==> src/rtl/seven_seg_pkg.sv <==
// Shared segment indices and hex font for the seven-segment scan driver.
// Font entries are active-high, ordered {g,f,e,d,c,b,a}.
package seven_seg_pkg;

  localparam int SEG_A  = 0;
  localparam int SEG_B  = 1;
  localparam int SEG_C  = 2;
  localparam int SEG_D  = 3;
  localparam int SEG_E  = 4;
  localparam int SEG_F  = 5;
  localparam int SEG_G  = 6;
  localparam int SEG_DP = 7;

  localparam logic [6:0] FONT [16] = '{
    7'h3F, 7'h06, 7'h5B, 7'h4F,   // 0 1 2 3
    7'h66, 7'h6D, 7'h7D, 7'h07,   // 4 5 6 7
    7'h7F, 7'h6F, 7'h77, 7'h7C,   // 8 9 A b
    7'h39, 7'h5E, 7'h79, 7'h71    // C d E F
  };

  function automatic logic [6:0] seg_font(input logic [3:0] nibble);
    return FONT[nibble];
  endfunction

endpackage

==> src/rtl/seven_seg_glyph.sv <==
// Combinational glyph encoder: hex nibble + blank + dp -> active-low segment byte.
module seven_seg_glyph
  import seven_seg_pkg::*;
(
  input  logic [3:0] nibble,
  input  logic       blank,
  input  logic       dp,
  output logic [7:0] seg_n
);

  logic [6:0] glyph;

  assign glyph                = blank ? 7'h00 : seg_font(nibble);
  assign seg_n[SEG_G:SEG_A]   = ~glyph;
  assign seg_n[SEG_DP]        = ~dp;

endmodule

==> src/rtl/seven_seg_scan.sv <==
// Time-multiplexed common-anode N-digit seven-segment driver with frame shadowing.
// Optional brightness PWM gate is compiled in with `define SEVEN_SEG_PWM_EN.
module seven_seg_scan
  import seven_seg_pkg::*;
#(
  parameter int DIGITS   = 4,
  parameter int SCAN_DIV = 1024,
  parameter int GUARD    = 8,
  parameter int BRIGHT_W = 4
) (
  input  logic                  clk,
  input  logic                  rst,
  input  logic [4*DIGITS-1:0]   word,
  input  logic [DIGITS-1:0]     dp,
  input  logic                  enable,
  input  logic                  lz_en,
  input  logic [BRIGHT_W-1:0]   bright,
  output logic [7:0]            seg_n,
  output logic [DIGITS-1:0]     an_n,
  output logic                  frame
);

  localparam int PCW = $clog2(SCAN_DIV);
  localparam int IW  = (DIGITS > 1) ? $clog2(DIGITS) : 1;

  logic [PCW-1:0]        pc_q, pc_d;
  logic [IW-1:0]         idx_q, idx_d;
  logic [4*DIGITS-1:0]   word_q, word_d;
  logic [DIGITS-1:0]     dp_q, dp_d;
  logic [7:0]            seg_q, seg_d;
  logic [DIGITS-1:0]     an_q, an_d;
  logic                  frame_q, frame_d;

  logic                  pc_wrap;
  logic                  last_digit;
  logic                  reload;
  logic                  pwm_gate;
  logic                  lit;
  logic [3:0]            nib [DIGITS];
  logic [DIGITS-1:0]     blank;
  logic [7:0]            glyph_n;

  assign pc_wrap    = (pc_q == PCW'(SCAN_DIV - 1));
  assign last_digit = (idx_q == IW'(DIGITS - 1));
  assign reload     = pc_wrap && last_digit;

  // A digit is blanked when it and every digit to its left are zero; digit 0 always shows.
  genvar gi;
  generate
    for (gi = 0; gi < DIGITS; gi++) begin : g_digit
      assign nib[gi] = word_q[4*gi +: 4];
      if (gi == 0) begin : g_first
        assign blank[gi] = 1'b0;
      end else begin : g_upper
        assign blank[gi] = lz_en && (word_q[4*DIGITS-1:4*gi] == '0);
      end
    end
  endgenerate

`ifdef SEVEN_SEG_PWM_EN
  assign pwm_gate = (pc_q[PCW-1 -: BRIGHT_W] <= bright);
`else
  logic unused_bright;
  assign unused_bright = ^bright;
  assign pwm_gate      = 1'b1;
`endif

  assign lit = enable && (pc_q >= PCW'(GUARD)) && pwm_gate;

  seven_seg_glyph u_glyph (
    .nibble (nib[idx_q]),
    .blank  (blank[idx_q]),
    .dp     (dp_q[idx_q]),
    .seg_n  (glyph_n)
  );

  always_comb begin
    pc_d    = pc_wrap ? '0 : pc_q + 1'b1;
    idx_d   = idx_q;
    if (pc_wrap) begin
      idx_d = last_digit ? '0 : idx_q + 1'b1;
    end
    word_d  = reload ? word : word_q;
    dp_d    = reload ? dp   : dp_q;
    frame_d = reload;
    an_d    = lit ? ~(DIGITS'(1) << idx_q) : '1;
    seg_d   = lit ? glyph_n : 8'hFF;
  end

  always_ff @(posedge clk) begin
    if (rst) begin
      pc_q    <= '0;
      idx_q   <= '0;
      word_q  <= '0;
      dp_q    <= '0;
      seg_q   <= 8'hFF;
      an_q    <= '1;
      frame_q <= 1'b0;
    end else begin
      pc_q    <= pc_d;
      idx_q   <= idx_d;
      word_q  <= word_d;
      dp_q    <= dp_d;
      seg_q   <= seg_d;
      an_q    <= an_d;
      frame_q <= frame_d;
    end
  end

  assign seg_n = seg_q;
  assign an_n  = an_q;
  assign frame = frame_q;

endmodule

==> config.mk <==
export PLATFORM = sky130hd
export DESIGN_NAME = seven_seg_scan
export DESIGN_NICKNAME = d
export VERILOG_FILES = /design/src/rtl/seven_seg_pkg.sv /design/src/rtl/seven_seg_glyph.sv /design/src/rtl/seven_seg_scan.sv
export SDC_FILE = /design/constraint.sdc
export NUM_CORES = 1
export LEC_CHECK = 0
export CORE_MARGIN = 1.5
export CORE_UTILIZATION = 27
export CTS_CLUSTER_SIZE = 16
export DETAILED_ROUTE_END_ITERATION = 8
export GPL_ROUTABILITY_DRIVEN = 0
export PLACE_DENSITY = 0.48
export SKIP_LAST_GASP = 1
export SYNTH_ARGS = -nofsm -noshare
export SYNTH_HDL_FRONTEND = slang
export SYNTH_HIERARCHICAL = 1
export SYNTH_SLANG_ARGS = --single-unit
export TNS_END_PERCENT = 5
==> constraint.sdc <==
create_clock -name clk -period 2.5 [get_ports clk]
set_input_delay 0.375 -clock clk [delete_from_list [all_inputs] [get_ports clk]]
set_output_delay 0.375 -clock clk [all_outputs]
set_load 0.05 [all_outputs]
==> impl_metrics.ini <==
[global_routing]
antenna_found_initial = 0
grt_pass1_wl_mm = 7.82
grt_pass1_vias = 1687
overflow = 0
grt_max_degree = 42
grtUsageTotal_pct = 11.2

[critical_path]
path_delay_family = multiplexers
critPathRequiredTime_ns = 2.70
crit_buf_inv = 0
cpPeakStageDelay_ns = 0.60
cp-start-kind = flip-flop
crit_path_end_kind = flip-flop
arrival_ns = 2.31
crit_type = flip-flop to flip-flop
cp_max_fo = 5
path_cells = mux4_2 > ha_1 > mux2_1 > a221o_1 > nand2b_1
worst_path_max_delay_cell = mux4_2

[route]
wire_per_inst_um = 11.9
num_vias = 1711
vias_per_cell = 4.54
dr.pass1.iters = 4
final_antenna_net_count = 0
drtIter0Drc = 83
drc = 0
drt-total-wl_mm = 4.48

[yosys]
synthTopCellsByArea = dfxtp_1, mux2i_1, nand2_1, ha_1, mux4_2
synthArstFlopShare_pct = 0
ys_types = 40
synth_nets = 278
yosys.area.top_type = dfxtp_1
synth_edf_count = 0
ys_seq_area_share_pct = 40.6
syn_area_per_cell_um2 = 9.32
ys.flop_type = dfxtp_1
yosysTopAreaCellShare_pct = 40.6
synth_warnings = 6
synth_area_um2 = 2220
synthCells = 238
yosys_register_bits = 45

[floorplanning]
ios = 41
core_area_um2 = 7850
start_util_pct = 28.3
die_area_um2 = 8760
num_rows = 32
die_x_um = 93.6
die_h_um = 93.6

[final_layout]
drive_gt1_share_pct = 8.00
area_delta_synth_final_pct = 25.7
final_area_um2 = 2790
final_common_cell = nand2_1
diodes = 0
stdcell_count = 377
multiInputGateArea_um2 = 1200
nFillCells = 832
finish.utilization_pct = 35.5
layout_common_cells = nand2_1, dfxtp_1, clkdlybuf4s50_1
ff_latch_area_um2 = 901
nets = 314

[cts]
clk_latency_ns = 0.29
cts_hold_buf = 0
clock_sinks = 45
htree_levels = 2
clk_pin_slew_ns = 0.08
post_cts_buffers = 0
cts_tree = done
ctsResizeCount = 0
cts_root_buffer = clkbuf_8
cts_made_buffers = 5
clk_path_buf_depth = 2

[pwr]
leakage_nw = 0.971
p_per_area_nw_per_um2 = 489
irDropWorstVdd_v = 0.000171

[sta]
fmax_mhz = 472
fin_worst_hold_slack_ns = 0.456
fin_crit_sh_pct = 84.7
worst_slew_pin_slew_ns = 0.517
hold_viol_final = 0
setup_violations = 0
skew_ns = 0.00581
relSlewSlack_pct = 65.2
finalSetupTns_ns = 0
timing_max_transition_violations_final = 0
period_minus_slack_ns = 2.12
rsz0062_at_grt = no

[placement]
dpl_cell_area_um2 = 2690
io_buffers = 36
dpl.hpwl_mm = 3.24
placedCellCount = 369

[run_status]
status = finished clean

[job]
maxCapViolations = 0

[hold_path]
hp-class = flip-flop to flip-flop
registers in the layout, summed over array words and instances, names as in the netlist:
| signal | flops |
|---|---|
| dp_q | 4 |
| pc_q | 10 |
| seg_n | 8 |
| idx_q | 2 |
| word_q | 16 |
| frame | 1 |
| an_n | 4 |
area by class of cell:
class	instances	share of cell area [%]
inverters	11	1.48
clock buffers	7	3.46
clock inverters	1	0.180
multi-input cells	169	43.0
flip-flops and latches	45	32.3
repair buffers	42	15.0
well taps	102	4.58
report_power, final:
| part | switching [mW] | internal [mW] | leakage [nW] |
|---|---|---|---|
| registers | 0.0152 | 0.730 | 0.364 |
| clock network | 0.244 | 0.250 | 0.0542 |
| logic | 0.0617 | 0.0620 | 0.553 |
| total | 0.321 | 1.04 | 0.971 |
worst paths after layout:
path	start	end	slack, ns	cells past startpoint
max	idx_q[1]$_SDFFE_PP0N_	seg_n[6]$_SDFF_PP1_	0.38	5
max reg2reg	idx_q[1]$_SDFFE_PP0N_	seg_n[6]$_SDFF_PP1_	0.38	5
min reg2reg	dp_q[0]$_SDFFE_PP0P_	dp_q[0]$_SDFFE_PP0P_	0.46	2
min	dp_q[0]$_SDFFE_PP0P_	dp_q[0]$_SDFFE_PP0P_	0.46	2
routing by layer:
metal	track usage (%)	routed length [um]	up-vias
met4	3.36	57	0
met2	16.9	1910	33
met1	15.4	2320	769
met3	3.33	194	6
li1	-	-	903
met5	0	0	-
synthesized netlist by cell type (all sizes together) (6+ instances only):
cell,instances
nor3,6
nand3,7
a21oi,7
inv,10
nand2b,10
nand2,49
nor2,6
mux2i,22
dfxtp,45
clkbuf,8
ha,12
through the flow:
stage,power (mW),setup WS (ns)
floorplan,0.821,0.247
global placement,0.886,0.389
detailed placement,0.886,0.386
CTS,1.38,0.354
global route,1.43,0.261
finish,1.36,0.384
logic make-up after synthesis:
family	synth area share, %
flops	40.6
mux	15.5
buf+inv	5.30
compound gates	8.47
xor+xnor	1.19
fa+ha+maj	6.77
simple gates	22.1
tightest hold or removal path, cell delays in order (launching register included):
cell and delay [ns]:
dfxtp_1 0.31, nand2_1 0.05, mux2i_1 0.05
Power figures use the tool's default switching activity.
